**src/rtl/proc_memory_pkg.sv**
```systemverilog
// Shared definitions for the processor memory responder: FSM state encoding and default width.
package proc_memory_pkg;

    localparam int N_DEFAULT = 8;

    typedef enum logic [1:0] {
        S_CLEAR = 2'b00,
        S_LOAD  = 2'b01,
        S_RUN   = 2'b10
    } state_t;

endpackage

```
**src/rtl/proc_memory_mem_array.sv**
```systemverilog
// DEPTH x n storage with two asynchronous read ports and one synchronous write port.
module mem_array #(
    parameter int n     = 8,
    parameter int DEPTH = 1 << n
) (
    input  logic         clk,
    input  logic         we,
    input  logic [n-1:0] waddr,
    input  logic [n-1:0] wdata,
    input  logic [n-1:0] raddr1,
    output logic [n-1:0] rdata1,
    input  logic [n-1:0] raddr2,
    output logic [n-1:0] rdata2
);

    logic [n-1:0] mem [DEPTH];

    // Contents are deliberately not reset; the owner clears the array after reset.
    always_ff @(posedge clk) begin
        if (we) begin
            mem[waddr] <= wdata;
        end
    end

    assign rdata1 = mem[raddr1];
    assign rdata2 = mem[raddr2];

endmodule

```
**src/rtl/proc_memory.sv**
```systemverilog
// Processor memory responder: clears the array, loads a program stream while holding the core
// in reset, then serves the core's write port and two combinational read ports.
module proc_memory
    import proc_memory_pkg::*;
#(
    parameter int n      = N_DEFAULT,
    parameter int DEPTH  = 1 << n,
    parameter int BYPASS = 1
) (
    input  logic         clk,
    input  logic         reset,
    input  logic [n-1:0] mem_wr_data,
    input  logic [n-1:0] mem_wr_addr,
    input  logic         mem_wr_en,
    input  logic [n-1:0] mem_rd_addr1,
    output logic [n-1:0] mem_rd_data1,
    input  logic [n-1:0] mem_rd_addr2,
    output logic [n-1:0] mem_rd_data2,
    input  logic         ld_valid,
    input  logic [n-1:0] ld_data,
    input  logic         ld_last,
    output logic         ld_ready,
    output logic         cpu_reset,
    output logic [n:0]   ld_count,
    output logic [n-1:0] wr_count
);

    localparam logic [n-1:0] LAST_ADDR = n'(DEPTH - 1);

    state_t       state;
    state_t       next_state;
    logic [n-1:0] clr_ptr;
    logic [n-1:0] ld_ptr;
    logic         ld_accept;
    logic         core_write;
    logic         mem_we;
    logic [n-1:0] mem_waddr;
    logic [n-1:0] mem_wdata;
    logic [n-1:0] arr_rd_data1;
    logic [n-1:0] arr_rd_data2;

    assign ld_ready   = (state == S_LOAD);
    assign ld_accept  = ld_valid && ld_ready;
    assign core_write = (state == S_RUN) && mem_wr_en;

    always_comb begin
        next_state = state;
        unique case (state)
            S_CLEAR: if (clr_ptr == LAST_ADDR) next_state = S_LOAD;
            // The word at the top address ends the load so the pointer never wraps.
            S_LOAD:  if (ld_accept && (ld_last || ld_ptr == LAST_ADDR)) next_state = S_RUN;
            S_RUN:   next_state = S_RUN;
            default: next_state = S_CLEAR;
        endcase
    end

    always_comb begin
        mem_we    = 1'b0;
        mem_waddr = '0;
        mem_wdata = '0;
        unique case (state)
            S_CLEAR: begin
                mem_we    = 1'b1;
                mem_waddr = clr_ptr;
            end
            S_LOAD: begin
                mem_we    = ld_accept;
                mem_waddr = ld_ptr;
                mem_wdata = ld_data;
            end
            S_RUN: begin
                mem_we    = mem_wr_en;
                mem_waddr = mem_wr_addr;
                mem_wdata = mem_wr_data;
            end
            default: ;
        endcase
    end

    always_ff @(posedge clk) begin
        if (reset) begin
            state     <= S_CLEAR;
            clr_ptr   <= '0;
            ld_ptr    <= '0;
            ld_count  <= '0;
            wr_count  <= '0;
            cpu_reset <= 1'b1;
        end else begin
            state     <= next_state;
            cpu_reset <= (next_state != S_RUN);
            if (state == S_CLEAR) begin
                clr_ptr <= clr_ptr + n'(1);
            end
            if (ld_accept) begin
                if (ld_ptr != LAST_ADDR) begin
                    ld_ptr <= ld_ptr + n'(1);
                end
                ld_count <= ld_count + (n+1)'(1);
            end
            if (core_write && wr_count != '1) begin
                wr_count <= wr_count + n'(1);
            end
        end
    end

    mem_array #(
        .n     (n),
        .DEPTH (DEPTH)
    ) u_mem_array (
        .clk    (clk),
        .we     (mem_we),
        .waddr  (mem_waddr),
        .wdata  (mem_wdata),
        .raddr1 (mem_rd_addr1),
        .rdata1 (arr_rd_data1),
        .raddr2 (mem_rd_addr2),
        .rdata2 (arr_rd_data2)
    );

    // Same-cycle core writes are forwarded to either read port independently.
    assign mem_rd_data1 = (BYPASS != 0 && core_write && mem_wr_addr == mem_rd_addr1)
                          ? mem_wr_data : arr_rd_data1;
    assign mem_rd_data2 = (BYPASS != 0 && core_write && mem_wr_addr == mem_rd_addr2)
                          ? mem_wr_data : arr_rd_data2;

endmodule
```
**config.mk**
```make
export PLATFORM = sky130hd
export DESIGN_NAME = proc_memory
export DESIGN_NICKNAME = d
export VERILOG_FILES = /design/src/rtl/proc_memory_pkg.sv /design/src/rtl/proc_memory_mem_array.sv /design/src/rtl/proc_memory.sv
export SDC_FILE = /design/constraint.sdc
export NUM_CORES = 2
export LEC_CHECK = 0
export CAP_MARGIN = 10
export CORE_MARGIN = 2
export CORE_UTILIZATION = 50
export CTS_CLUSTER_SIZE = 24
export DETAILED_ROUTE_END_ITERATION = 16
export PLACE_DENSITY = 0.72
export SLEW_MARGIN = 20
export SYNTH_ARGS = -nofsm -noshare
export SYNTH_HDL_FRONTEND = slang
export SYNTH_HIERARCHICAL = 1
export SYNTH_SLANG_ARGS = --single-unit
```
**constraint.sdc**
```tcl
create_clock -name clk -period 10 [get_ports clk]
set_clock_uncertainty 0.15 [all_clocks]
set_input_delay 1 -clock clk [delete_from_list [all_inputs] [get_ports clk]]
set_output_delay 1 -clock clk [all_outputs]
set_load 0.01 [all_outputs]
```
==> summary.md <==
| Metric | Value |
|---|---|
| First-pass GRT wire length | `428000 um` |
| Max cap viols | `0` |
| Final design utilization | `between 50% and 60%` |
| Synth warn | `6` |
| Top-area cell type share of the netlist area | `62.1%` |
| CP max-delay cell | `nor3_1` |
| Initial antenna violation count | `13` |
| Final hold slack | `between 0.3 and 0.4 ns` |
| Die area | `202000 um2` |
| Slew headroom | `about 8.3%` |
| Cells after Synth | `5103` |
| CP Cell Sequence | `buf_6 > buf_4 > buf_4 > nor2b_1 > buf_4 > a22o_1 > a221oi_1 > o32ai_1 > nor3_1 > nor4_1 > buf_4 > mux2_4 > clkdlybuf4s50_1` |
| Worst Path Max Fanout | `35` |
| Fin crit period | `7.82 ns` |
| CTS H-Tree Depth | `4` |
| Post-DP HPWL | `190000 um` |
| Synth area leader | `edfxtp_1` |
| Average size of a mapped cell | `between 15 and 20 um2` |
| Outcome | `complete, no violations` |
| Placed cell areas | `approximately 100000 um2` |
| Cells on Worst Hold Path | `2` |
| Crit end category | `primary output` |
| CTS Hold Bufs | `0` |
| # resized after CTS | `0` |
| Layout overhead on the synthesized area | `10.4%` |
| DRC | `0` |
| Drt first-iter violations | `10401` |
| Mapped Area | `~99000 um2` |
| Post-route ant nets | `0` |
| Largest stage delay on the critical path | `between 1 and 1.5 ns` |
| # IOs | `80` |
| Vias post-DR | `58176` |
| Final Cycle Share | `about four fifths` |
| CTS tree | `yes` |
| Reg2Reg Depth | `9` |
| Netlist cell types | `between 70 and 80` |
| Critical path class | `input port to primary output` |
| Top delay family on crit path | `buffers and inverters` |
| Ranking of synthesized cells by area | `edfxtp_1 62%, mux4_2 24%, mux2i_1 2.4%` |
| Initial core utilization | `50.3%` |
| FP Rows | `between 150 and 200` |
| CP required | `8.85 ns` |
| Switching power | `between 4 and 5 mW` |
| Comb power frac | `approximately 7.6%` |
| CP Launch Type | `input port` |
| Int Pwr | `about 15 mW` |
| Final Hold Vio Count | `0` |
| Synthesized flop and latch total | `~2100` |
| First-pass DRT Iterations | `8` |
| Final setup margin | `~2.2 ns` |
| WP buf/inv | `6` |
| Highest Clock Rate | `about 130 MHz` |
| Worst vdd ir | `around 200 uV` |
| Gr usage total | `between 20% and 30%` |
| Asr flop ratio synth | `0%` |
| Worst hold path type | `register to register` |
| WL/cell | `approximately 38 um` |
| CTS Buffer Depth | `3` |
| Top_reg_cell synth | `edfxtp_1` |
| CTS clk-pin slew, worst paths | `roughly 0.060 ns` |
| Die X | `449 um` |
| Clock Power Share | `between 40% and 50%` |
| Place WS | `around 2.7 ns` |
| Placed Cells | `approximately 7600` |
| P_leak | `around 38 nW` |
| Final instance area | `roughly 110000 um2` |
| Worst endpoint data arrival time | `~6.7 ns` |
| Sequential power share | `~50%` |
| Most used cell, CP | `buf_4` |
| Placeable Area | `197000 um2` |
| Sw Share | `~23%` |
| Buffer count from post-CTS setup fixing | `0` |
| Final WL | `around 300000 um` |
| Clock latency on the worst-skew pair | `0.87 ns` |
| Share of cells above drive strength 1 | `between 30% and 40%` |
| EDFF count, synth | `roughly 2000` |
| # nets final | `roughly 5200` |
| # port buffers | `about 80` |
| WP depth | `13` |
| Clock root buffer | `clkbuf_16` |
| Clock sinks | `around 2100` |
| Total power | `19.1 mW` |
| Global route overflow | `0` |
| Setup TNS | `0 ns` |
| Finished Layout Cells | `approximately 8000` |
| Max-slew violations | `0` |
| Setup-failing EPs final | `0` |
| Die height | `around 450 um` |
| Sequential element share of the synthesized area | `~63%` |
| Vias per cell | `about 7.3` |
| Net count after synthesis | `between 5000 and 6000` |
| GP Congestion | `0.969` |
| Largest net degree at the start of global routing | `roughly 260` |
| Worst Tran Pin Value | `~1.4 ns` |
| Total CTS buffers | `between 200 and 250` |
| Power per cell area | `175 nW/um2` |
| Vias in the first global route | `between 50000 and 60000` |
| Unrepaired setup endpoints after global routing | `false` |
synthesized netlist by cell type (15+ instances only):
| cell type | number |
|---|---|
| xnor2_1 | 23 |
| o221ai_1 | 65 |
| buf_8 | 35 |
| dfxtp_1 | 36 |
| nand3_1 | 61 |
| mux2_2 | 38 |
| edfxtp_1 | 2048 |
| nor2b_1 | 35 |
| a22o_1 | 22 |
| clkbuf_1 | 146 |
| buf_2 | 104 |
| a221oi_1 | 33 |
| buf_6 | 44 |
| a21oi_1 | 89 |
| nand4_1 | 23 |
| a22oi_1 | 70 |
| buf_1 | 28 |
| nand2_1 | 130 |
| buf_4 | 44 |
| mux2i_1 | 239 |
| o22ai_1 | 48 |
| mux2_4 | 16 |
| mux4_2 | 1051 |
| and2_1 | 15 |
| a211oi_1 | 30 |
| o211ai_1 | 16 |
| o21ai_0 | 39 |
| nor3_1 | 26 |
| nor2_1 | 338 |
registers in the layout, indices dropped and copies added (netlist names):
name and cells:
cpu_reset 1, ld_ptr 8, ld_count 9, wr_count 8, state 2, clr_ptr 8
u_mem_array/mem 2048
power by group through the flow:
stage	Sequential, mW	Combinational [mW]	Clock (mW)
global placement	9.68	1.38	0
detailed placement	9.69	1.39	0
CTS	9.50	1.39	8.25
global route	9.50	1.46	8.60
finish	9.50	1.44	8.18
floorplan	9.68	0.880	0
cell families (layout without fill, tap and decap cells):
family | count (synthesis) | after routing | synth area share (%)
fa+ha+maj | 8 | 8 | 0.101
flops | 2084 | 2084 | 62.8
other cells | 0 | 5 | 0
simple gates | 697 | 697 | 3.16
xor+xnor | 37 | 37 | 0.327
compound gates | 515 | 515 | 3.85
mux | 1344 | 1344 | 27.0
buf+inv | 418 | 642 | 2.75
tightest hold or removal path, delay by kind of cell (launching register included):
| kind | cells | cell delay [ns] |
|---|---|---|
| AOI/OAI and AO/OA | 2 | 0.13 |
| DFF | 1 | 0.33 |
per-layer routing:
| metal | vias to the layer above | wire (um) | global-route usage [%] |
|---|---|---|---|
| li1 | 22086 | - | - |
| met1 | 30485 | 104000 | 40.2 |
| met2 | 4729 | 136000 | 44.1 |
| met3 | 862 | 43500 | 9.09 |
| met4 | 14 | 17800 | 14.5 |
| met5 | - | 240 | 0.521 |
path summary, 6_finish.rpt:
path | start | endpoint | slack, ns
worst min-delay path | wr_count[7]$_SDFFE_PP0P_ | wr_count[7]$_SDFFE_PP0P_ | 0.36
worst max register to register | state[0]$_SDFF_PP0_ | u_mem_array/mem[228][4]$_DFFE_PP_ | 4.52
worst min register to register | wr_count[7]$_SDFFE_PP0P_ | wr_count[7]$_SDFFE_PP0P_ | 0.36
worst max-delay path | mem_rd_addr1[2] | mem_rd_data1[4] | 2.18
cells in the final DEF, fill, tap and decap left out, types with 24 or more instances in the layout:
cell type           n
edfxtp_1         2048
mux4_2           1051
nor2_1            315
mux2i_1           239
clkbuf_16         215
nand2_1           130
buf_4             123
a21oi_1            88
a22oi_1            70
clkdlybuf4s50_1    67
o221ai_1           65
nand3_1            61
clkinv_2           53
o22ai_1            48
clkinv_1           43
o21ai_0            39
mux2_2             38
dfxtp_1            36
a221oi_1           33
clkbuf_1           33
a211oi_1           29
bufinv_16          29
buf_12             28
nor2b_1            26
nor3_1             25
nor2_2             24
layout make-up:
| type | count | area [um2] |
|---|---|---|
| Antenna cell | 5 | 12.5 |
| Clock inverter | 154 | 1660 |
| Multi-Input combinational cell | 2601 | 34300 |
| Clock buffer | 248 | 5500 |
| Inverter | 9 | 37.5 |
| Fill cell | 14638 | 87700 |
| Tap cell | 2640 | 3300 |
| Timing Repair Buffer | 231 | 2350 |
| Sequential cell | 2084 | 62200 |
Note: power is estimated with default switching activity, not from simulation.
